`src/rtl/clkfrec_multi.sv`:
```
// N-channel programmable clock divider: per-channel square wave, rise-aligned tick,
// runtime divisor reload that takes effect only on a period boundary.
module clkfrec_multi #(
    parameter int unsigned F_IN      = 100_000_000,
    parameter int unsigned N_CH      = 4,
    parameter int unsigned DIV_W     = 16,
    parameter int unsigned DEF_F_OUT = 25_000_000,
    localparam int unsigned CH_W     = (N_CH > 1) ? $clog2(N_CH) : 1
) (
    input  logic             clk_in,
    input  logic             reset,
    input  logic [N_CH-1:0]  ch_en,
    input  logic             cfg_we,
    input  logic [CH_W-1:0]  cfg_ch,
    input  logic [DIV_W-1:0] cfg_div,
    output logic             cfg_err,
    output logic [N_CH-1:0]  clk_out,
    output logic [N_CH-1:0]  tick,
    output logic [N_CH-1:0]  pend
);
    localparam int unsigned DEF_DIV = F_IN / DEF_F_OUT;

    if (DEF_DIV < 2 || 64'(DEF_DIV) >= (64'd1 << DIV_W)) begin : g_bad_def_div
        $error("clkfrec_multi: DEF_DIV=%0d outside [2, 2**DIV_W-1]", DEF_DIV);
    end
    if (N_CH < 1 || N_CH > 16) begin : g_bad_n_ch
        $error("clkfrec_multi: N_CH=%0d outside [1, 16]", N_CH);
    end

    logic [DIV_W-1:0] cnt_q  [N_CH];
    logic [DIV_W-1:0] cnt_d  [N_CH];
    logic [DIV_W-1:0] div_q  [N_CH];
    logic [DIV_W-1:0] div_d  [N_CH];
    logic [DIV_W-1:0] pdiv_q [N_CH];
    logic [DIV_W-1:0] pdiv_d [N_CH];
    logic [N_CH-1:0]  run_q, run_d;
    logic [N_CH-1:0]  pend_q, pend_d;
    logic [N_CH-1:0]  clk_q, clk_d;
    logic [N_CH-1:0]  tick_q, tick_d;
    logic             err_q, err_d;
    logic             ch_ok, wr_ok;
    logic [N_CH-1:0]  wr_hit, at_end;

    // Next-state: write qualification, run/stop, boundary apply of a pending divisor
    always_comb begin
        ch_ok  = (32'(cfg_ch) < N_CH);
        wr_ok  = cfg_we && ch_ok && (cfg_div >= DIV_W'(2));
        err_d  = cfg_we && !wr_ok;
        wr_hit = '0;
        at_end = '0;
        run_d  = run_q;
        pend_d = pend_q;
        tick_d = '0;
        clk_d  = '0;
        for (int unsigned i = 0; i < N_CH; i++) begin
            cnt_d[i]  = cnt_q[i];
            div_d[i]  = div_q[i];
            pdiv_d[i] = pdiv_q[i];
            at_end[i] = run_q[i] && (cnt_q[i] == div_q[i] - DIV_W'(1));
            wr_hit[i] = wr_ok && (cfg_ch == CH_W'(i));

            if (!ch_en[i]) begin
                // Stopping commits any pending divisor so the restart uses it
                cnt_d[i] = '0;
                run_d[i] = 1'b0;
                if (pend_q[i]) begin
                    div_d[i]  = pdiv_q[i];
                    pend_d[i] = 1'b0;
                end
                if (wr_hit[i]) begin
                    if (run_q[i]) begin
                        pdiv_d[i] = cfg_div;
                        pend_d[i] = 1'b1;
                    end else begin
                        div_d[i]  = cfg_div;
                        pend_d[i] = 1'b0;
                    end
                end
            end else if (!run_q[i]) begin
                cnt_d[i] = '0;
                run_d[i] = 1'b1;
                if (wr_hit[i]) begin
                    pdiv_d[i] = cfg_div;
                    pend_d[i] = 1'b1;
                end
            end else begin
                if (at_end[i]) begin
                    cnt_d[i]  = '0;
                    tick_d[i] = 1'b1;
                    if (pend_q[i]) begin
                        div_d[i]  = pdiv_q[i];
                        pend_d[i] = 1'b0;
                    end
                end else begin
                    cnt_d[i] = cnt_q[i] + DIV_W'(1);
                end
                if (wr_hit[i]) begin
                    pdiv_d[i] = cfg_div;
                    pend_d[i] = 1'b1;
                end
            end

            clk_d[i] = run_d[i] && (cnt_d[i] < (div_d[i] >> 1));
        end
    end

    always_ff @(posedge clk_in) begin
        if (reset) begin
            for (int unsigned i = 0; i < N_CH; i++) begin
                cnt_q[i]  <= '0;
                div_q[i]  <= DIV_W'(DEF_DIV);
                pdiv_q[i] <= DIV_W'(DEF_DIV);
            end
            run_q  <= '0;
            pend_q <= '0;
            clk_q  <= '0;
            tick_q <= '0;
            err_q  <= 1'b0;
        end else begin
            for (int unsigned i = 0; i < N_CH; i++) begin
                cnt_q[i]  <= cnt_d[i];
                div_q[i]  <= div_d[i];
                pdiv_q[i] <= pdiv_d[i];
            end
            run_q  <= run_d;
            pend_q <= pend_d;
            clk_q  <= clk_d;
            tick_q <= tick_d;
            err_q  <= err_d;
        end
    end

    assign clk_out = clk_q;
    assign tick    = tick_q;
    assign pend    = pend_q;
    assign cfg_err = err_q;

endmodule

```
`config.mk`:
```
export PLATFORM = sky130hd
export DESIGN_NAME = clkfrec_multi
export DESIGN_NICKNAME = d
export VERILOG_FILES = /design/src/rtl/clkfrec_multi.sv
export SDC_FILE = /design/constraint.sdc
export NUM_CORES = 1
export LEC_CHECK = 0
export ABC_AREA = 1
export BUFFER_PORTS_ARGS = -buffer_cell sky130_fd_sc_hd__buf_2
export CAP_MARGIN = 20
export CORE_ASPECT_RATIO = 1.25
export CORE_UTILIZATION = 55
export CTS_CLUSTER_SIZE = 16
export DETAILED_ROUTE_END_ITERATION = 6
export PLACE_DENSITY = 0.84
export SLEW_MARGIN = 5
export SYNTH_ARGS = -nofsm -noshare
export SYNTH_HDL_FRONTEND = slang
export SYNTH_SLANG_ARGS = --single-unit
```
`constraint.sdc`:
```
create_clock -name clk_in -period 6.9 [get_ports clk_in]
set_input_delay 0.69 -clock clk_in [delete_from_list [all_inputs] [get_ports clk_in]]
set_output_delay 0.69 -clock clk_in [all_outputs]
set_load 0.02 [all_outputs]
```
==> out/results.tsv <==
stage	metric	value	unit
status	status	finished, final reports clean	
clocking	cts_max_path_buffers	3	
synthesis	synth_warnings	0	
final_layout	fin_area	15300	um2
place	place.gp.congestion	0.995	
clocking	hold_buffers	0	
final_layout	fin_nets	2349	
global_routing	grt_pass1_wl	66.7	mm
worst_setup_path	cp-start-kind	flip-flop	
timing	min_period	4.06	ns
worst_setup_path	cpMostUsedCell	a21oi_1	
clocking	cts_tree	yes	
floorplan	rows	65	
synthesis	yosysSeqAreaShare	0.291	
pwr	p_leak	6.68	nW
floorplan	initial_utilization	0.565	
route	first_iter_violations	1381	
pwr	peakVddDrop	0.000172	V
global_routing	grt_max_degree	71	
route	drt-total-wl	40.1	mm
synthesis	syn_avg_cell_area	6.26	um2
timing	tightest_slew	1.10	ns
synthesis	ys_ff_latch	209	
global_routing	antenna_found_initial	1	
timing	worst_slack	2.84	ns
timing	fin_crit_sh	0.589	
timing	max_freq	246	MHz
timing	finalSetupViolCount	0	
floorplan	io_pins	38	
place	portBuffers	37	
hold_path	hold_class	reg -> reg	
route	viasPerCell	5.65	
place	placed_cell_area	14600	um2
clocking	numClockSinks	209	
timing	max_slew_margin	0.264	
synthesis	synth_edf_count	0	
clocking	cts_htree_levels	1	
place	dpl.hpwl	29.6	mm
synthesis	yosysUniqueCellTypes	48	
synthesis	synth_ff_type	dfxtp_1	
job	maxCapViolCount	0	
route	vias	14800	
clocking	cts-resized-gates	0	
clocking	clk_pin_slew	0.06	ns
clocking	clock_latency	0.52	ns
clocking	cts_buffers	22	
route	wire_per_inst	15.4	um
worst_setup_path	arrival	4.51	ns
final_layout	syn2layout_area_growth	6.38	%
timing	slew_viol_final	0	
clocking	cts_root_buf	clkbuf_16	
floorplan	die_w	147	um
synthesis	synth_area	14400	um2
worst_setup_path	slowest_stage	nand3_1	
pwr	p_per_area	193	nW/um2
worst_setup_path	worstSetupEndpointType	flip-flop	
timing	hold_slack	0.455	ns
synthesis	syn_inst	2295	
global_routing	grt_use_total	0.300	
route	drtPass1Iterations	6	
worst_setup_path	cpPeakStageDelay	0.79	ns
final_layout	final_core_util	0.601	
final_layout	layout-drive-gt1-share	0.0611	
route	route.detailed.drc	0	
timing	clock-skew-final	0.0127	ns
synthesis	synthArstFlopShare	0	
timing	rsz0062_at_grt	false	
global_routing	overflow	0	
global_routing	grt_pass1_vias	14000	
worst_setup_path	cp_cell_sequence	inv_1 -> ha_1 -> nand3_1 -> nor2_2 -> nand2_1 -> xor2_1 -> nand3b_1 -> nor2_1 -> nand3_1 -> o21ai_0 -> a21oi_1 -> ha_1 -> a21oi_1 -> nor2_1 -> a211oi_1 -> nand2_1 -> a21oi_1	
floorplan	dieArea	26800	um2
clocking	post_cts_buffers	0	
worst_setup_path	crit_required	7.34	ns
place	dp_slack	2.91	ns
floorplan	die_height	183	um
floorplan	fp.coreArea	25500	um2
synthesis	syn_nets	2384	
worst_setup_path	worstSetupPathType	reg -> reg	
timing	setup-tns-final	0	ns
route	ant_nets	0	
timing	hold_viol_final	0	
worst_setup_path	crit_family	simple AND/OR/NAND/NOR gates	
worst_setup_path	crit_fanout	30	
worst_setup_path	path_buf_inv	1	
[cells by family (layout without fill, tap and decap cells)]
family,after synthesis,in the layout,synth area share
AND/OR/NAND/NOR,1144,1144,0.343
AO/OA/AOI/OAI,432,432,0.159
buffers and inverters,357,337,0.0961
flip-flops,209,209,0.291
XOR/XNOR,89,89,0.0548
adder cells (fa/ha/maj),64,64,0.0557
other,0,1,0
[final timing paths]
| path | from | end | slack [ns] | depth (start not counted) |
|---|---|---|---|---|
| hold / removal | pdiv_q[0][11]$_SDFFE_PP0P_ | pdiv_q[0][11]$_SDFFE_PP0P_ | 0.45 | 2 |
| setup reg to reg | div_q[1][0]$_SDFFE_PP0P_ | clk_out[1]$_SDFF_PP0_ | 2.84 | 17 |
| hold reg to reg | pdiv_q[0][11]$_SDFFE_PP0P_ | pdiv_q[0][11]$_SDFFE_PP0P_ | 0.45 | 2 |
| setup / recovery | div_q[1][0]$_SDFFE_PP0P_ | clk_out[1]$_SDFF_PP0_ | 2.84 | 17 |
[power by group]
part,total [mW],internal [mW],switching (mW)
registers,1.29,1.25,0.0471
logic,0.491,0.161,0.330
clock network,1.17,0.654,0.515
total,2.95,2.06,0.892
[routing by layer]
layer | routed length [um] | global-route usage | up-vias
li1 | - | - | 7391
met1 | 16400 | 0.362 | 6695
met2 | 19400 | 0.523 | 534
met3 | 2540 | 0.0408 | 139
met4 | 1750 | 0.145 | 0
met5 | 0 | 0 | -
[sequential cells by signal (all words and copies together) (netlist names)]
register / cells
div_q: 64
clk_out: 4
cfg_err: 1
tick: 4
pdiv_q: 64
pend: 4
run_q: 4
cnt_q: 64
[worst register-to-register path, cell delays in order, from the launching register on]
cell	delay, ns
dfxtp_1	0.34
inv_1	0.08
ha_1	0.18
nand3_1	0.19
nor2_2	0.28
nand2_1	0.10
xor2_1	0.18
nand3b_1	0.11
nor2_1	0.23
nand3_1	0.79
o21ai_0	0.45
a21oi_1	0.14
ha_1	0.32
a21oi_1	0.15
nor2_1	0.05
a211oi_1	0.16
nand2_1	0.10
a21oi_1	0.13
[layout by cell type (no fill, tap or decap), types with 52 or more instances in the layout]
cell type / count
nor3_1: 59
inv_1: 246
xor2_1: 52
nor2_1: 329
dfxtp_1: 209
nand2_1: 512
ha_1: 64
nand3_1: 114
a21oi_1: 164
o21ai_0: 217
[cell usage after synthesis (2+ instances only)]
library cell,count,area share
a32oi_1,3,0.0018
inv_1,247,0.065
o21a_1,4,0.0021
a211oi_1,4,0.0021
and3_1,2,0.00087
nor2_1,329,0.086
a21oi_1,164,0.057
buf_2,12,0.0042
nand2_2,2,0.00087
or2_1,4,0.0017
nand2_1,512,0.13
buf_6,3,0.0024
a31oi_1,9,0.0039
nor2_2,22,0.0096
nor2_4,4,0.0031
xor2_1,52,0.032
inv_2,11,0.0029
o211ai_1,3,0.0016
nor3_1,59,0.021
or2_2,12,0.0052
nand3_1,114,0.040
o21ai_0,217,0.076
o21bai_1,3,0.0016
clkbuf_1,80,0.021
o21ai_1,13,0.0045
xnor2_1,36,0.022
nor4_1,10,0.0044
nand3_2,5,0.0035
a32o_1,7,0.0049
buf_1,3,0.00078
dfxtp_1,209,0.29
and2_1,3,0.0013
nand4_1,36,0.016
nand3b_1,24,0.013
ha_1,64,0.056
[stage by stage]
| step | cells | total power [mW] |
|---|---|---|
| 3_3_place_gp | 2571 | 1.79 |
| 2_1_floorplan | 2295 | 1.68 |
| 5_1_grt | 2610 | 3.08 |
| 6_report | 2611 | 2.95 |
| 4_1_cts | 2610 | 2.95 |
| 3_5_place_dp | 2571 | 1.80 |
[final cells by class]
type	count	area (um2)
Tap cell	335	419
Timing Repair Buffer	40	210
Fill cell	2398	10200
Clock inverter	9	56.3
Sequential cell	209	4180
Clock buffer	30	642
Inverter	258	968
Multi-Input combinational cell	1729	8810
Antenna cell	1	2.50
Note: power is estimated with default switching activity, not from simulation.
